### config.mk
export PLATFORM = sky130hd
export DESIGN_NAME = fpu_seq_ctrl_flat
export DESIGN_NICKNAME = d
export VERILOG_FILES = /design/src/rtl/fpu_seq_pkg.sv /design/src/rtl/fpu_seq_if.sv /design/src/rtl/fpu_seq_timer.sv /design/src/rtl/fpu_seq_ctrl.sv /design/src/flat_wrapper.sv
export SDC_FILE = /design/constraint.sdc
export NUM_CORES = 1
export LEC_CHECK = 0
export CAP_MARGIN = 40
export CORE_MARGIN = 10
export CORE_UTILIZATION = 42
export CTS_BUF_LIST = sky130_fd_sc_hd__clkbuf_16
export CTS_CLUSTER_SIZE = 12
export DETAILED_ROUTE_END_ITERATION = 6
export PLACE_DENSITY = 0.85
export SLEW_MARGIN = 30
export SYNTH_ARGS = -nofsm -noshare
export SYNTH_HDL_FRONTEND = slang
export SYNTH_SLANG_ARGS = --single-unit
### constraint.sdc
create_clock -name clk -period 10.7 [get_ports clk]
set_input_delay 2.14 -clock clk [delete_from_list [all_inputs] [get_ports clk]]
set_output_delay 2.14 -clock clk [all_outputs]
set_load 0.05 [all_outputs]
### src/rtl/fpu_seq_pkg.sv
// fpu_seq_pkg: shared state encoding, FPU op codes and flag bit positions for the FPU sequencer.
package fpu_seq_pkg;
    typedef enum logic [1:0] {IDLE, ISSUE, WAIT, WB} state_e;
    localparam logic [1:0] OP_ADD = 2'b00;
    localparam logic [1:0] OP_MUL = 2'b01;
    localparam logic [1:0] OP_SUB = 2'b10;
    localparam logic [1:0] OP_CMP = 2'b11;
    localparam int FLAG_N = 3;
    localparam int FLAG_Z = 2;
    localparam int FLAG_C = 1;
    localparam int FLAG_V = 0;
endpackage

### src/rtl/fpu_seq_if.sv
// fpu_seq_if: op request, FPU handshake and writeback signals between core, sequencer and FPU.
interface fpu_seq_if #(
    parameter int WIDTH  = 32,
    parameter int FLAG_W = 4
);
    logic              op_valid;
    logic [1:0]        op_ctrl;
    logic [WIDTH-1:0]  op_a;
    logic [WIDTH-1:0]  op_b;
    logic [3:0]        op_rd;
    logic              fpu_start;
    logic [1:0]        fpu_ctrl;
    logic [WIDTH-1:0]  fpu_a;
    logic [WIDTH-1:0]  fpu_b;
    logic              fpu_done;
    logic [WIDTH-1:0]  fpu_result;
    logic [FLAG_W-1:0] fpu_flags;
    logic              stall;
    logic              wb_en;
    logic [3:0]        wb_rd;
    logic [WIDTH-1:0]  wb_data;
    logic              flags_we;
    logic [FLAG_W-1:0] flags_out;
    logic              busy;
    logic              timeout_err;
    modport slave (
        input  op_valid, op_ctrl, op_a, op_b, op_rd, fpu_done, fpu_result, fpu_flags,
        output fpu_start, fpu_ctrl, fpu_a, fpu_b, stall, wb_en, wb_rd, wb_data,
               flags_we, flags_out, busy, timeout_err
    );
    modport master (
        output op_valid, op_ctrl, op_a, op_b, op_rd, fpu_done, fpu_result, fpu_flags,
        input  fpu_start, fpu_ctrl, fpu_a, fpu_b, stall, wb_en, wb_rd, wb_data,
               flags_we, flags_out, busy, timeout_err
    );
endinterface

### src/rtl/fpu_seq_timer.sv
// fpu_seq_timer: counts WAIT cycles and flags the MAX_LAT-th one; cleared outside WAIT.
module fpu_seq_timer #(
    parameter int MAX_LAT = 16
) (
    input  logic clk,
    input  logic reset,
    input  logic clr,
    input  logic en,
    output logic expired
);
    localparam int CW = $clog2(MAX_LAT + 1);
    logic [CW-1:0] cnt_q, cnt_d;
    always_comb begin
        cnt_d   = clr ? '0 : en ? cnt_q + CW'(1) : cnt_q;
        expired = en && (cnt_q == CW'(MAX_LAT - 1));
    end
    always_ff @(posedge clk or posedge reset) begin
        if (reset) cnt_q <= '0;
        else       cnt_q <= cnt_d;
    end
endmodule

### src/rtl/fpu_seq_ctrl.sv
// fpu_seq_ctrl: issues one op to a multi-cycle FPU, stalls the core until done, then writes back.
// Optional WAIT timeout enabled by defining FPU_SEQ_TIMEOUT_EN.
module fpu_seq_ctrl
    import fpu_seq_pkg::*;
#(
    parameter int WIDTH   = 32,
    parameter int FLAG_W  = 4,
    parameter int MAX_LAT = 16
) (
    input logic       clk,
    input logic       reset,
    fpu_seq_if.slave  bus
);
    state_e            state_q, state_d;
    logic [1:0]        ctrl_q, ctrl_d;
    logic [WIDTH-1:0]  a_q, a_d, b_q, b_d, data_q, data_d;
    logic [3:0]        rd_q, rd_d;
    logic [FLAG_W-1:0] flags_q, flags_d;
    logic              to_q, to_d, err_q, err_d;
    logic              expired;
`ifdef FPU_SEQ_TIMEOUT_EN
    fpu_seq_timer #(.MAX_LAT(MAX_LAT)) u_timer (
        .clk     (clk),
        .reset   (reset),
        .clr     (state_q != WAIT),
        .en      (state_q == WAIT),
        .expired (expired)
    );
`else
    assign expired = 1'b0;
`endif
    always_comb begin
        state_d = state_q;
        ctrl_d  = ctrl_q;
        a_d     = a_q;
        b_d     = b_q;
        rd_d    = rd_q;
        data_d  = data_q;
        flags_d = flags_q;
        to_d    = to_q;
        err_d   = err_q;
        case (state_q)
            IDLE: if (bus.op_valid) begin
                ctrl_d  = bus.op_ctrl;
                a_d     = bus.op_a;
                b_d     = bus.op_b;
                rd_d    = bus.op_rd;
                state_d = ISSUE;
            end
            ISSUE, WAIT: if (bus.fpu_done) begin
                data_d  = bus.fpu_result;
                flags_d = bus.fpu_flags;
                to_d    = 1'b0;
                state_d = WB;
            end else if (expired) begin
                // a timed-out op still closes with a flag update but never writes the register file
                data_d  = '0;
                flags_d = '0;
                to_d    = 1'b1;
                err_d   = 1'b1;
                state_d = WB;
            end else begin
                state_d = WAIT;
            end
            default: state_d = IDLE;
        endcase
    end
    always_ff @(posedge clk or posedge reset) begin
        if (reset) begin
            state_q <= IDLE;
            ctrl_q  <= '0;
            a_q     <= '0;
            b_q     <= '0;
            rd_q    <= '0;
            data_q  <= '0;
            flags_q <= '0;
            to_q    <= 1'b0;
            err_q   <= 1'b0;
        end else begin
            state_q <= state_d;
            ctrl_q  <= ctrl_d;
            a_q     <= a_d;
            b_q     <= b_d;
            rd_q    <= rd_d;
            data_q  <= data_d;
            flags_q <= flags_d;
            to_q    <= to_d;
            err_q   <= err_d;
        end
    end
    assign bus.fpu_start   = state_q == ISSUE;
    assign bus.fpu_ctrl    = ctrl_q;
    assign bus.fpu_a       = a_q;
    assign bus.fpu_b       = b_q;
    assign bus.stall       = (state_q == IDLE) ? bus.op_valid : (state_q != WB);
    assign bus.wb_en       = (state_q == WB) && !to_q;
    assign bus.wb_rd       = rd_q;
    assign bus.wb_data     = data_q;
    assign bus.flags_we    = state_q == WB;
    assign bus.flags_out   = flags_q;
    assign bus.busy        = state_q != IDLE;
    assign bus.timeout_err = err_q;
endmodule

### src/flat_wrapper.sv
// flat-port wrapper written by rule: the top's interface ports become plain ports
module fpu_seq_ctrl_flat import fpu_seq_pkg::*;
#(
    parameter int WIDTH   = 32,
    parameter int FLAG_W  = 4,
    parameter int MAX_LAT = 16
)
  (clk, reset, bus_op_valid, bus_op_ctrl, bus_op_a, bus_op_b, bus_op_rd, bus_fpu_done, bus_fpu_result, bus_fpu_flags, bus_fpu_start, bus_fpu_ctrl, bus_fpu_a, bus_fpu_b, bus_stall, bus_wb_en, bus_wb_rd, bus_wb_data, bus_flags_we, bus_flags_out, bus_busy, bus_timeout_err);
  fpu_seq_if #(.WIDTH(WIDTH), .FLAG_W(FLAG_W)) bus_i ();
  input logic clk;
  input logic reset;
  input wire logic [$bits(bus_i.op_valid)-1:0] bus_op_valid;
  input wire logic [$bits(bus_i.op_ctrl)-1:0] bus_op_ctrl;
  input wire logic [$bits(bus_i.op_a)-1:0] bus_op_a;
  input wire logic [$bits(bus_i.op_b)-1:0] bus_op_b;
  input wire logic [$bits(bus_i.op_rd)-1:0] bus_op_rd;
  input wire logic [$bits(bus_i.fpu_done)-1:0] bus_fpu_done;
  input wire logic [$bits(bus_i.fpu_result)-1:0] bus_fpu_result;
  input wire logic [$bits(bus_i.fpu_flags)-1:0] bus_fpu_flags;
  output wire logic [$bits(bus_i.fpu_start)-1:0] bus_fpu_start;
  output wire logic [$bits(bus_i.fpu_ctrl)-1:0] bus_fpu_ctrl;
  output wire logic [$bits(bus_i.fpu_a)-1:0] bus_fpu_a;
  output wire logic [$bits(bus_i.fpu_b)-1:0] bus_fpu_b;
  output wire logic [$bits(bus_i.stall)-1:0] bus_stall;
  output wire logic [$bits(bus_i.wb_en)-1:0] bus_wb_en;
  output wire logic [$bits(bus_i.wb_rd)-1:0] bus_wb_rd;
  output wire logic [$bits(bus_i.wb_data)-1:0] bus_wb_data;
  output wire logic [$bits(bus_i.flags_we)-1:0] bus_flags_we;
  output wire logic [$bits(bus_i.flags_out)-1:0] bus_flags_out;
  output wire logic [$bits(bus_i.busy)-1:0] bus_busy;
  output wire logic [$bits(bus_i.timeout_err)-1:0] bus_timeout_err;
  assign bus_i.op_valid = bus_op_valid;
  assign bus_i.op_ctrl = bus_op_ctrl;
  assign bus_i.op_a = bus_op_a;
  assign bus_i.op_b = bus_op_b;
  assign bus_i.op_rd = bus_op_rd;
  assign bus_i.fpu_done = bus_fpu_done;
  assign bus_i.fpu_result = bus_fpu_result;
  assign bus_i.fpu_flags = bus_fpu_flags;
  assign bus_fpu_start = bus_i.fpu_start;
  assign bus_fpu_ctrl = bus_i.fpu_ctrl;
  assign bus_fpu_a = bus_i.fpu_a;
  assign bus_fpu_b = bus_i.fpu_b;
  assign bus_stall = bus_i.stall;
  assign bus_wb_en = bus_i.wb_en;
  assign bus_wb_rd = bus_i.wb_rd;
  assign bus_wb_data = bus_i.wb_data;
  assign bus_flags_we = bus_i.flags_we;
  assign bus_flags_out = bus_i.flags_out;
  assign bus_busy = bus_i.busy;
  assign bus_timeout_err = bus_i.timeout_err;
  fpu_seq_ctrl #(.WIDTH(WIDTH), .FLAG_W(FLAG_W), .MAX_LAT(MAX_LAT)) u_core (.clk(clk), .reset(reset), .bus(bus_i));
endmodule
==> results of run 1 <==
cell families after synthesis:
kind of cell,share of synthesized area (%)
AND/OR/NAND/NOR,0.9285
flip-flops,64.69
adder cells (fa/ha/maj),1.198
AO/OA/AOI/OAI,0.3294
multiplexers,29.38
other,0.08976
buffers and inverters,3.384
cells in the final DEF, fill, tap and decap left out, drive strengths merged:
cell,count
ha,4
bufinv,3
clkbuf,9
o311ai,1
a21oi,1
clkinv,3
clkdlybuf4s50,220
nor2b,1
conb,1
mux2,107
nand3b,2
nand2,2
inv,5
dfrtp,108
buf,3
flip-flops by register name, summed over array words and instances (netlist names):
name,cells
u_core.bus.fpu_b,32
u_core.state_q,2
u_core.bus.fpu_ctrl,2
u_core.bus.wb_data,32
u_core.bus.wb_rd,4
u_core.bus.fpu_a,32
u_core.bus.flags_out,4
worst max-delay path: stages:
cell and delay, ns:
sky130_fd_sc_hd__clkdlybuf4s50_1 0.57, sky130_fd_sc_hd__nor2b_1 0.09, sky130_fd_sc_hd__a21oi_1 0.13, sky130_fd_sc_hd__clkdlybuf4s50_1 0.85
layer usage:
metal	share of wire, %	wire, µm
met1	37	4346
met2	52	6195
met3	10	1197
met4	1.4	163
met5	0	0
path summary, 6_finish.rpt:
kind / depth (start not counted) / end / slack [ns]
hold reg to reg: 1 / u_core.bus.flags_out[2]$_DFFE_PP0P_ / 0.50
min in group asynchronous: 2 / u_core.bus.wb_data[25]$_DFFE_PP0P_ / 2.24
max in group asynchronous: 3 / u_core.bus.fpu_b[1]$_DFFE_PP0P_ / 7.29
hold / removal: 1 / u_core.bus.flags_out[2]$_DFFE_PP0P_ / 0.50
setup reg to reg: 5 / u_core.bus.fpu_b[10]$_DFFE_PP0P_ / 8.71
setup / recovery: 4 / bus_stall / 4.78
through the flow:
stage               instances  hold WS [ns]  setup WS, ns  util (%)  area, µm²
floorplan                 243        0.5328         5.613         -       4178
global placement          585        0.4858         4.766     66.09       6430
detailed placement        586        0.4918         4.773     66.29       6450
CTS                       602        0.5071         4.759     69.80       6792
global route              603        0.5125         4.689     70.09       6819
finish                    603        0.5038         4.778     70.09       6819
cell type report:
class | count | area, µm²
fillers | 704 | 2910
multi-input cells | 119 | 1334
clock inverters | 7 | 116.4
flip-flops and latches | 108 | 2703
inverters | 4 | 17.52
repair buffers | 223 | 2257
well taps | 133 | 166.4
clock buffers | 9 | 225.2
==> Implementation_results.wiki, run 1 <==
{| class="wikitable"
! Metric !! Value
|-
| Status || finished clean
|-
| Largest net degree at the start of global routing || 57
|-
| Die Y || 119.7 µm
|-
| Element type at the critical path start || input port
|-
| Global placement routability congestion || roughly 0.7
|-
| Clock transition time at the flip-flop clock pins of the worst setup and hold paths || 0.07 ns
|-
| Critical Path AT || between 3 and 4 ns
|-
| Post-synthesis instance total || about 240
|-
| Clock Latency Late Sink || 0.34 ns
|-
| Resized Gates After CTS || 0
|-
| Setup violators final || 0
|-
| Final Net Count || 579
|-
| Worst reg2reg startpoint || u_core.state_q[0]$_DFFE_PP0P_
|-
| Total number of clock tree sinks || 108
|-
| Least-Margin Pin Slew || 0.6902 ns
|-
| Via count of the first global-routing pass || around 3.2k
|-
| Antenna-violating nets left || 0
|-
| Met2 global-route usage || between 20 and 30%
|-
| Required arrival time at the worst endpoint || approximately 8.6 ns
|-
| Count of unresolved DRC violations after routing || 0
|-
| Detailed router's first-iteration violation count || between 50 and 60
|-
| TritonCTS Buffers || 9
|-
| First-pass GRT wire length || 18220 µm
|-
| Share of flip-flops with an asynchronous set or reset || 100.0%
|-
| Post-synth cell types || 15
|-
| Final number of hold-violating endpoints || 0
|-
| Cell area after synthesis || 4178 µm²
|-
| Number of cell rows || 36
|-
| # hold bufs at CTS || 0
|-
| Worst setup path startpoint || bus_op_valid
|-
| Buffers inserted by post-CTS timing repair || 0
|-
| Met1 demand-to-capacity share in global routing || 16.67%
|-
| CP Max Fanout || 4
|-
| Initial core utilization || 42.94%
|-
| Layout Skew || 0.008420 ns
|-
| Global-route congestion overflow total || 0
|-
| Crit Path Class || in2out
|-
| Beginning of the worst hold path || u_core.bus.flags_out[2]$_DFFE_PP0P_
|-
| H-tree levels || 3
|-
| Final setup TNS || 0 ns
|-
| Router iterations before antenna repair || 4
|-
| Crit path capture type || output pin
|-
| Mean instance size in the synthesized netlist || ~17 µm²
|-
| Area of the die || about 14000 µm²
|-
| Post-DR vias/cell || 4.625
|-
| Placeable core region || 9729 µm²
|-
| Fmax || 168.9 MHz
|-
| Class of the worst hold path || reg2reg
|-
| Synth cell count leaders || sky130_fd_sc_hd__dfrtp_1, sky130_fd_sc_hd__mux2_2, sky130_fd_sc_hd__clkbuf_8
|-
| Most common cell in the netlist || sky130_fd_sc_hd__dfrtp_1
|-
| Die Width || 119.7 µm
|-
| Register bit count reported by yosys || 108
|-
| Cell accounting for the most synthesized area || sky130_fd_sc_hd__dfrtp_1
|-
| Most instantiated flip-flop cell in the synthesis netlist || sky130_fd_sc_hd__dfrtp_1
|-
| Global-route met3 utilization || 7.501%
|-
| Initial antenna violation count || 0
|-
| Slew margin rel. || 53.99%
|-
| Count of synthesis-stage warnings from yosys || 0
|-
| Fin. max-slew vios || 0
|-
| RSZ-0062 raised after global routing || no
|-
| Detailed Place HPWL || approximately 9500 µm
|-
| Total detailed-routing wirelength || 11900 µm
|-
| Share of the clock period used by the worst path || 55.34%
|-
| Share of synthesized area occupied by flip-flops and latches || 64.69%
|-
| Input/output buffers || 220
|-
| Share of layout cells above drive strength 1 || 27.23%
|-
| Largest cells by area after synthesis || sky130_fd_sc_hd__dfrtp_1, sky130_fd_sc_hd__mux2_2, sky130_fd_sc_hd__clkbuf_8
|-
| Wire per inst || between 15 and 20 µm
|-
| Busiest metal layer after global routing || met2
|-
| Number of enable-type register cells in the synthesized netlist || 0
|-
| TritonCTS clock tree || yes
|-
| Clock tree buffer depth || 2
|-
| Top-area cell type share of the netlist area || 64.69%
|-
| # IOs || 222
|-
| Layout overhead on the synthesized area || 63.22%
|-
| GRT Resource Usage Total || 16.20%
|-
| Number of inserted diodes || 0
|-
| Clock period minus final worst setup slack || 5.922 ns
|-
| Number of max-cap violations || 0
|-
| Clock root buffer || sky130_fd_sc_hd__clkbuf_16
|-
| Number of nets produced by synthesis || 357
|-
| Via count || 2789
|}
Power of run 1 is left out: the tool's default activity adds up to more than one toggle a clock period on the data nets, which glitch-free logic cannot reach.
==> inputs of run 2 (changes only) <==
--- a/config.mk
+++ b/config.mk
@@ -7,11 +7,11 @@
 export LEC_CHECK = 0
 export CAP_MARGIN = 40
 export CORE_MARGIN = 10
-export CORE_UTILIZATION = 42
+export CORE_UTILIZATION = 35
 export CTS_BUF_LIST = sky130_fd_sc_hd__clkbuf_16
 export CTS_CLUSTER_SIZE = 12
 export DETAILED_ROUTE_END_ITERATION = 6
-export PLACE_DENSITY = 0.85
+export PLACE_DENSITY = 0.76
 export SLEW_MARGIN = 30
 export SYNTH_ARGS = -nofsm -noshare
 export SYNTH_HDL_FRONTEND = slang
==> constraint.sdc (replaced) <==
create_clock -name clk -period 4.9 [get_ports clk]
set_input_delay 0.98 -clock clk [delete_from_list [all_inputs] [get_ports clk]]
set_output_delay 0.98 -clock clk [all_outputs]
set_load 0.05 [all_outputs]
==> run 2 against run 1 <==
Net effect: clock skew down 0.0042 ns; worst hold slack better by 0.00093 ns; worst setup slack lost 3.4 ns; count of clock-buffer cells in the layout did not move; sequential share of layout area down 0.094 points; critical path type unchanged.
==> Implementation_results.wiki, run 2 (synthesis results as in run 1) <==
{| class="wikitable"
! Metric !! Value
|-
| Status || finished clean (unchanged)
|-
| TritonCTS Buffers || 9 (unchanged)
|-
| Resized Gates After CTS || 0 (unchanged)
|-
| Critical Path AT || 2.57 ns (was 3.78 ns)
|-
| Crit Path Class || in2out (unchanged)
|-
| Cell area after layout || 6835 µm² (was 6819 µm²)
|-
| # hold bufs at CTS || 0 (unchanged)
|-
| Met3 wirelength from detailed routing || 1564 µm (was 1197 µm)
|-
| Critical path's top delay family || buffers and inverters (unchanged)
|-
| Initial antenna violation count || 0 (unchanged)
|-
| H-tree levels || 3 (unchanged)
|-
| Layout Skew || 0.004179 ns (was 0.008420 ns)
|-
| Die Y || 129.3 µm (was 119.7 µm)
|-
| Clock root buffer || sky130_fd_sc_hd__clkbuf_16 (unchanged)
|-
| Number of max-cap violations || 0 (unchanged)
|-
| First-pass GRT wire length || 17690 µm (was 18220 µm)
|-
| Via count of the first global-routing pass || 3096 (was 3217)
|-
| Router iterations before antenna repair || 4 (unchanged)
|-
| Element type at the critical path start || input port (unchanged)
|-
| Die Width || 129.3 µm (was 119.7 µm)
|-
| Number of cell rows || 39 (was 36)
|-
| Via count || 2817 (was 2789)
|-
| Most common cell type on the critical path || sky130_fd_sc_hd__clkdlybuf4s50_1 (unchanged)
|-
| Buffers & Inverters on Critical Path || 2 (unchanged)
|-
| Area of placed instances || 6500 µm² (was 6450 µm²)
|-
| Post-DR vias/cell || 4.588 (was 4.625)
|-
| Required arrival time at the worst endpoint || 3.92 ns (was 8.56 ns)
|-
| Placed Cells || 597 (was 586)
|-
| CP Max Fanout || 4 (unchanged)
|-
| Cell chain of the critical path || clkdlybuf4s50_1, nor2b_1, a21oi_1, clkdlybuf4s50_1 (unchanged)
|-
| Share of layout cells above drive strength 1 || 26.75% (was 27.23%)
|-
| Buffers inserted by post-CTS timing repair || 0 (unchanged)
|-
| Post-Layout Cell Count || 614 (was 603)
|-
| Global-route congestion overflow total || 0 (unchanged)
|-
| Least-Margin Pin Slew || 0.5526 ns (was 0.6902 ns)
|-
| Antenna-violating nets left || 0 (unchanged)
|-
| Top library cells by usage in the layout, fill and taps aside || sky130_fd_sc_hd__clkdlybuf4s50_1, sky130_fd_sc_hd__dfrtp_1, sky130_fd_sc_hd__mux2_2, sky130_fd_sc_hd__clkbuf_16, sky130_fd_sc_hd__mux2_4 (unchanged)
|-
| Fillers || 946 (was 704)
|-
| Class of the worst hold path || reg2reg (unchanged)
|-
| Fmax || 281.6 MHz
|-
| RSZ-0062 raised after global routing || no (unchanged)
|-
| Slew margin rel. || 63.04% (was 53.99%)
|-
| Layout overhead on the synthesized area || 63.61% (was 63.22%)
|-
| Number of inserted diodes || 0 (unchanged)
|-
| DRT met1 WL || 4448 µm (was 4346 µm)
|-
| Most common cell after layout, fill and taps aside || sky130_fd_sc_hd__clkdlybuf4s50_1 (unchanged)
|-
| Clock period minus final worst setup slack || 3.551 ns
|-
| Crit path capture type || output pin (unchanged)
|-
| Detailed Place HPWL || 9231 µm (was 9517 µm)
|-
| Fin. max-slew vios || 0 (unchanged)
|-
| Input/output buffers || 220 (unchanged)
|-
| Setup violators final || 0 (unchanged)
|-
| Clock transition time at the flip-flop clock pins of the worst setup and hold paths || 0.07 ns (about the same)
|-
| Final number of hold-violating endpoints || 0 (unchanged)
|-
| Final Net Count || 580 (was 579)
|-
| Global placement routability congestion || 0.7308 (was 0.7009)
|-
| TritonCTS clock tree || yes (unchanged)
|-
| Largest net degree at the start of global routing || 89 (was 57)
|-
| Area of the die || 16710 µm² (was 14340 µm²)
|-
| Topmost layer with routed signal wires || met4 (unchanged)
|-
| Total detailed-routing wirelength || 11820 µm (was 11900 µm)
|-
| Sum of met2 wire segment lengths after detailed routing || 5699 µm (was 6195 µm)
|-
| # IOs || 222 (unchanged)
|-
| Max stage delay on crit path || 0.82 ns (was 0.85 ns)
|-
| Initial core utilization || 36.12% (was 42.94%)
|-
| CP max-delay cell || sky130_fd_sc_hd__clkdlybuf4s50_1 (unchanged)
|-
| GRT Resource Usage Total || 13.56% (was 16.20%)
|-
| Clock Latency Late Sink || 0.33 ns (was 0.34 ns)
|-
| Wire per inst || 19.26 µm (was 19.74 µm)
|-
| Count of unresolved DRC violations after routing || 0 (unchanged)
|-
| Detailed router's first-iteration violation count || 124 (was 51)
|-
| Clock tree buffer depth || 2 (unchanged)
|-
| Placeable core region || 11560 µm² (was 9729 µm²)
|-
| Total number of clock tree sinks || 108 (unchanged)
|-
| Final setup TNS || 0 ns (unchanged)
|-
| Share of the clock period used by the worst path || 72.47%
|}
-- run 2: cell types whose count changed in the layout (fill, tap and decap cells not counted), sizes merged --
| cell | change |
|---|---|
| buf | +1 |
| bufinv | -1 |
| clkinvlp | +1 |
-- run 2: metrics by stage --
step / util (%) / hold WS (ns) / worst slack, ns
2_1_floorplan: - / 0.5328 / 1.074
3_3_place_gp: 55.71 / 0.4851 / 1.303
3_5_place_dp: 56.20 / 0.4914 / 1.338
4_1_cts: 58.87 / 0.5076 / 1.338
5_1_grt: 59.10 / 0.5143 / 1.240
6_report: 59.10 / 0.5047 / 1.349
-- run 2: worst register-to-register path, stage by stage (launching register included) --
cell,delay [ns]
sky130_fd_sc_hd__dfrtp_1,0.42
sky130_fd_sc_hd__inv_1,0.07
sky130_fd_sc_hd__ha_1,0.28
sky130_fd_sc_hd__nand2_4,0.32
sky130_fd_sc_hd__buf_16,0.30
sky130_fd_sc_hd__mux2_2,0.41
-- run 2: final timing paths --
check | from | to | slack, ns | depth (start not counted)
max | bus_op_valid | bus_stall | 1.35 | 4
min | u_core.bus.fpu_b[22]$_DFFE_PP0P_ | u_core.bus.fpu_b[22]$_DFFE_PP0P_ | 0.50 | 1
max reg2reg | u_core.state_q[0]$_DFFE_PP0P_ | u_core.bus.fpu_b[8]$_DFFE_PP0P_ | 2.98 | 5
min reg2reg | u_core.bus.fpu_b[22]$_DFFE_PP0P_ | u_core.bus.fpu_b[22]$_DFFE_PP0P_ | 0.50 | 1
max in group asynchronous | reset | u_core.bus.fpu_b[29]$_DFFE_PP0P_ | 2.96 | 4
min in group asynchronous | reset | u_core.bus.fpu_b[6]$_DFFE_PP0P_ | 1.01 | 2
-- run 2: final cells by class --
type / instances / area (µm²) / share of cell area [%]
inverter: 4 / 20.02 / 0.2929
multi-input combinational: 119 / 1334 / 19.51
sequential: 108 / 2703 / 39.54
clock inverter: 7 / 82.58 / 1.208
clock buffer: 9 / 225.2 / 3.295
tap: 143 / 178.9 / 2.618
timing repair buffer: 224 / 2292 / 33.53
-- run 2: per-layer routing --
layer / global-route usage (%) / vias to the layer above
li1: - / 1300
met1: 14.99 / 1378
met2: 21.86 / 132
met3: 7.259 / 7
met4: 4.749 / 0
met5: 0 / -
Power of run 2 is left out for the same reason.
==> inputs of run 3 (changes only) <==
==> constraint.sdc (replaced) <==
create_clock -name clk -period 3.1 [get_ports clk]
set_input_delay 0.62 -clock clk [delete_from_list [all_inputs] [get_ports clk]]
set_output_delay 0.62 -clock clk [all_outputs]
set_load 0.05 [all_outputs]
==> run 3 against run 2 <==
Net effect: wire length increased by 1.1%; largest cell class unchanged; critical endpoint is now bus_busy; critical path type is now reg2out; final cell count unchanged; critical path depth unchanged.
==> Implementation_results.wiki, run 3 (synthesis results as in run 1) <==
{| class="wikitable"
! Metric !! Value
|-
| Status || finished clean (unchanged)
|-
| Critical Path AT || 2.00 ns (was 2.57 ns)
|-
| Global-route congestion overflow total || 0 (unchanged)
|-
| Internal reg-to-reg setup slack || 1.23 ns (was 2.98 ns)
|-
| Detailed router's first-iteration violation count || 69 (was 124)
|-
| Clock tree buffer depth || 2 (unchanged)
|-
| Share of layout cells above drive strength 1 || 26.96% (was 26.75%)
|-
| Wire per inst || 19.47 µm (was 19.26 µm)
|-
| Post-placement setup slack || 0.8140 ns (was 1.338 ns)
|-
| GRT Resource Usage Total || 14.14% (was 13.56%)
|-
| TritonCTS Buffers || 9 (unchanged)
|-
| H-tree levels || 3 (unchanged)
|-
| Crit path setup slack, layout || 0.4835 ns (was 1.349 ns)
|-
| Crit path capture type || output pin (unchanged)
|-
| Number of cells traversed by the worst hold path || 1 (unchanged)
|-
| # IOs || 222 (unchanged)
|-
| Crit Path Class || reg2out (was in2out)
|-
| TritonCTS clock tree || yes (unchanged)
|-
| CP Max Fanout || 6 (was 4)
|-
| Clock transition time at the flip-flop clock pins of the worst setup and hold paths || 0.07 ns (about the same)
|-
| Clock period minus final worst setup slack || roughly 2.6 ns
|-
| Initial antenna violation count || 0 (unchanged)
|-
| Layout Skew || 0.006564 ns (was 0.004179 ns)
|-
| Via count || 2839 (was 2817)
|-
| First-pass GRT wire length || 18210 µm (was 17690 µm)
|-
| Layout overhead on the synthesized area || 61.78% (was 63.61%)
|-
| Initial core utilization || 36.12% (unchanged)
|-
| Number of max-cap violations || 0 (unchanged)
|-
| Worst reg2reg startpoint || u_core.state_q[0]$_DFFE_PP0P_ (unchanged)
|-
| Element type at the critical path start || register (was input port)
|-
| Final number of hold-violating endpoints || 0 (unchanged)
|-
| Global placement routability congestion || 0.7240 (was 0.7308)
|-
| Die Width || 129.3 µm (unchanged)
|-
| Most common cell after layout, fill and taps aside || sky130_fd_sc_hd__clkdlybuf4s50_1 (unchanged)
|-
| RSZ-0062 raised after global routing || no (unchanged)
|-
| Input/output buffers || 220 (unchanged)
|-
| Final setup TNS || 0 ns (unchanged)
|-
| Router iterations before antenna repair || 4 (unchanged)
|-
| Critical R2R Capture || u_core.bus.fpu_b[19]$_DFFE_PP0P_ (was u_core.bus.fpu_b[8]$_DFFE_PP0P_)
|-
| Required arrival time at the worst endpoint || 2.48 ns (was 3.92 ns)
|-
| Clock Latency Late Sink || 0.34 ns (was 0.33 ns)
|-
| Class of the worst hold path || reg2reg (unchanged)
|-
| Detailed Place HPWL || 9455 µm (was 9231 µm)
|-
| Beginning of the worst hold path || u_core.bus.fpu_b[12]$_DFFE_PP0P_ (was u_core.bus.fpu_b[22]$_DFFE_PP0P_)
|-
| Top library cells by usage in the layout, fill and taps aside || sky130_fd_sc_hd__clkdlybuf4s50_1, sky130_fd_sc_hd__dfrtp_1, sky130_fd_sc_hd__mux2_2, sky130_fd_sc_hd__clkbuf_16, sky130_fd_sc_hd__mux2_4 (unchanged)
|-
| Resized Gates After CTS || 0 (unchanged)
|-
| Via count of the first global-routing pass || 3201 (was 3096)
|-
| Fmax || 382.2 MHz
|-
| Placeable core region || 11560 µm² (unchanged)
|-
| Clock root buffer || sky130_fd_sc_hd__clkbuf_16 (unchanged)
|-
| Setup violators final || 0 (unchanged)
|-
| Least-Margin Pin Slew || 0.5533 ns (was 0.5526 ns)
|-
| Post-DR vias/cell || 4.624 (was 4.588)
|-
| Total number of clock tree sinks || 108 (unchanged)
|-
| Final Net Count || 581 (was 580)
|-
| Share of the clock period used by the worst path || 84.40%
|-
| Die Y || 129.3 µm (unchanged)
|-
| Fin. max-slew vios || 0 (unchanged)
|-
| Area of the die || 16710 µm² (unchanged)
|-
| # hold bufs at CTS || 0 (unchanged)
|-
| Number of cell rows || 39 (unchanged)
|-
| Largest net degree at the start of global routing || 59 (was 89)
|-
| Number of inserted diodes || 0 (unchanged)
|-
| Antenna-violating nets left || 0 (unchanged)
|-
| Slew margin rel. || 63.00% (was 63.04%)
|-
| Buffers inserted by post-CTS timing repair || 0 (unchanged)
|-
| Total detailed-routing wirelength || 11960 µm (was 11820 µm)
|-
| Hold Path Sink || u_core.bus.fpu_b[12]$_DFFE_PP0P_ (was u_core.bus.fpu_b[22]$_DFFE_PP0P_)
|-
| Path depth of the worst reg2reg path || 5 (unchanged)
|-
| Count of unresolved DRC violations after routing || 0 (unchanged)
|}
[run 3: cell types whose count changed in the layout (fill, tap and decap cells not counted)]
cell / before / now
sky130_fd_sc_hd__buf_12: 0 / 3
sky130_fd_sc_hd__buf_16: 3 / 0
sky130_fd_sc_hd__buf_4: 1 / 3
sky130_fd_sc_hd__bufinv_16: 2 / 0
sky130_fd_sc_hd__clkdlybuf4s50_1: 220 / 219
sky130_fd_sc_hd__clkinv_1: 3 / 2
sky130_fd_sc_hd__clkinv_2: 0 / 2
sky130_fd_sc_hd__inv_1: 4 / 5
sky130_fd_sc_hd__inv_6: 1 / 0
[run 3: area by class of cell]
class / count / area [µm²]
well taps: 143 / 178.9
flip-flops and latches: 108 / 2703
multi-input cells: 119 / 1334
clock buffers: 9 / 225.2
inverters: 4 / 18.77
repair buffers: 225 / 2275
fillers: 959 / 4806
clock inverters: 6 / 25.02
[run 3: routing by layer]
layer / track usage (%) / wire length, µm / vias up
li1: - / - / 1287
met1: 14.57 / 4264 / 1403
met2: 23.46 / 5871 / 136
met3: 8.075 / 1634 / 13
met4: 5.552 / 185 / 0
met5: 0 / 0 / -
[run 3: how the worst max path moves through the flow]
stage / startpoint / endpoint / slack, ns / depth (start not counted)
CTS: u_core.state_q[0]$_DFFE_PP0P_ / bus_busy / 0.45 / 4
finish: u_core.state_q[0]$_DFFE_PP0P_ / bus_busy / 0.48 / 4
global placement: bus_fpu_done / u_core.state_q[0]$_DFFE_PP0P_ / 0.80 / 3
global route: u_core.state_q[0]$_DFFE_PP0P_ / bus_busy / 0.40 / 4
floorplan: u_core.state_q[0]$_DFFE_PP0P_ / bus_stall / 0.66 / 4
detailed placement: bus_op_valid / u_core.bus.fpu_a[27]$_DFFE_PP0P_ / 0.81 / 4
[run 3: critical path, stage by stage (launching register included)]
cell and delay (ns):
sky130_fd_sc_hd__dfrtp_1 0.41, sky130_fd_sc_hd__inv_1 0.06, sky130_fd_sc_hd__ha_1 0.28, sky130_fd_sc_hd__inv_1 0.10
sky130_fd_sc_hd__clkdlybuf4s50_1 0.80
[run 3: stage by stage]
step	hold slack (ns)	utilization (%)	area [µm²]	instances
finish	0.5022	58.44	6759	614
global route	0.5223	58.44	6759	614
CTS	0.5069	58.27	6739	613
detailed placement	0.4917	56.11	6489	598
global placement	0.4870	56.11	6489	598
floorplan	0.5328	-	4182	243
Power of run 3 is left out for the same reason.
==> variant, RTL diff (settings of run 1) <==
Encoding of `state_e`: now Gray code (2 bits for 4 states).
--- a/src/rtl/fpu_seq_pkg.sv
+++ b/src/rtl/fpu_seq_pkg.sv
@@ -1,6 +1,6 @@
 // fpu_seq_pkg: shared state encoding, FPU op codes and flag bit positions for the FPU sequencer.
 package fpu_seq_pkg;
-    typedef enum logic [1:0] {IDLE, ISSUE, WAIT, WB} state_e;
+    typedef enum logic [1:0] {IDLE = 2'b00, ISSUE = 2'b01, WAIT = 2'b11, WB = 2'b10} state_e;
     localparam logic [1:0] OP_ADD = 2'b00;
     localparam logic [1:0] OP_MUL = 2'b01;
     localparam logic [1:0] OP_SUB = 2'b10;
Formal check against the unedited RTL: same outputs for any inputs over 10 cycles, from zero or initial values and one cycle with reset high; not proved beyond that.
==> variant against run 1 <==
- cell count is 0.17% lower
- die area is 4.9% higher
- non-clock buffer count is 2 higher
- largest cell class unchanged
- hold slack worse by 0.74 ps
- sequential cell count stayed put
- wire length is 2.2% higher
- setup slack better by 250 ps
- area after synthesis is 5.9% higher
- final area is 2.3% higher
==> variant: results <==
group,metric,value,unit
cts,cts-root-buf,"clkbuf_16",
floorplan,core,10300,sq um
cells_and_area,signal_buffers,225,
synth,yosysWarningCount,0,
synth,ys_seq_area_frac,0.611,
critical_path,worstRegToRegCells,4,
cells_and_area,clock_cell_area_share,0.0420,
cells_and_area,final.fill_count,743,
placed_design,hpwlAfterDp,9320,um
placed_design,gp_congestion,0.735,
synth,synth_cell_types,17,
cts,clock_path_buffers,2,
status,status,"finished, final reports clean",
global_route,grt_max_degree,64,
pwr,clk-power,0.327,mW
cts,numCtsBuffers,9,
synth,async_flop_share,1.00,
pwr,seq_power,0.739,mW
cts,cts_resized,0,
synth,synthTopCellsByArea,"dfrtp_1 61%, mux2_4 23%, mux2_2 9.4%",
placed_design,portBuffers,220,
critical_path,r2r-start,"u_core.state_q[0]",
sta,max_slew_margin,0.559,
cts,clk_pin_slew,70,ps
route,wl,12200,um
critical_path,crit_fanout,2,
route,drtIter0Drc,190,
pwr,cellLeakagePower,3.01,nW
critical_path,cp_slowest_cell,"clkdlybuf4s50_1",
route,vias_per_cell,4.61,
cells_and_area,multi_input_comb_cells,114,
critical_path,path_delay_family,"buffers and inverters",
critical_path,r2r_end,"u_core.bus.fpu_b[1]",
cts,htreeDepth,3,
cells_and_area,drive_gt1_frac,0.281,
critical_path,endpoint,"bus_stall",
cells_and_area,n_sequential_cell,108,
cells_and_area,insertedDiodeCount,0,
cells_and_area,num-nets-final,571,
cells_and_area,multi_input_area_share,0.217,
synth,syn_nets,350,
global_route,grt_pass1_vias,3161,
cells_and_area,layout.nonclk_buf_frac,0.327,
critical_path,rrSetupSlack,8230,ps
critical_path,cp.arrival,3530,ps
cts,insertion_delay,340,ps
cells_and_area,inverters,3,
cells_and_area,utilization,0.678,
sta,skew,4.89,ps
min_path,hp-class,"flop to flop",
critical_path,max_stage_delay,790,ps
global_route,grt_pass1_wl,18300,um
cts,postCtsSetupBuffers,0,
synth,yosys-top-cells-count,"108 x dfrtp_1, 69 x mux2_4, 37 x mux2_2, 7 x buf_12",
cells_and_area,seq_share,0.388,
global_route,grt.total_usage,0.158,
synth,synthFlopType,"dfrtp_1",
route,firstDrtPassIters,4,
placed_design,dpl_cell_area,6630,sq um
-- variant: worst min path at each step --
| stage | startpoint | end | slack (ps) | cells after the start |
|---|---|---|---|---|
| after detailed placement | u_core.bus.wb_data[1] | u_core.bus.wb_data[1] | 490 | 1 |
| after global routing | u_core.bus.flags_out[2] | u_core.bus.flags_out[2] | 520 | 1 |
| after CTS | u_core.bus.wb_data[1] | u_core.bus.wb_data[1] | 510 | 1 |
| final | u_core.bus.wb_data[5] | u_core.bus.wb_data[5] | 500 | 1 |
| after floorplan | u_core.state_q[0] | u_core.state_q[0] | 570 | 2 |
| after global placement | u_core.bus.wb_data[22] | u_core.bus.wb_data[22] | 490 | 1 |
-- variant: metrics by stage --
step / worst slack [ps] / total power [mW] / std cells
after CTS: 5020 / 2.76 / 600
final: 5030 / 2.73 / 602
after global placement: 5010 / 2.39 / 584
after detailed placement: 5030 / 2.42 / 584
after global routing: 4990 / 2.84 / 602
after floorplan: 5710 / 1.88 / 240
-- variant: logic make-up (layout without fill, tap and decap cells) --
| family | after synthesis | in the layout | share of synthesized area |
|---|---|---|---|
| muxes | 106 | 106 | 0.328 |
| other | 1 | 1 | 0.000848 |
| DFF | 108 | 108 | 0.611 |
| and+or+nand+nor | 5 | 5 | 0.00792 |
| AOI/OAI and AO/OA | 2 | 2 | 0.00368 |
| buffers and inverters | 18 | 244 | 0.0481 |
-- variant: metal layers --
| layer | wire length, um | track usage | up-vias | part of all wire |
|---|---|---|---|---|
| met5 | 0 | 0 | - | 0 |
| met4 | 159 | 0.0442 | 0 | 0.013 |
| met3 | 1050 | 0.0629 | 13 | 0.086 |
| met2 | 6560 | 0.277 | 116 | 0.54 |
| met1 | 4390 | 0.174 | 1386 | 0.36 |
| li1 | - | - | 1261 | - |
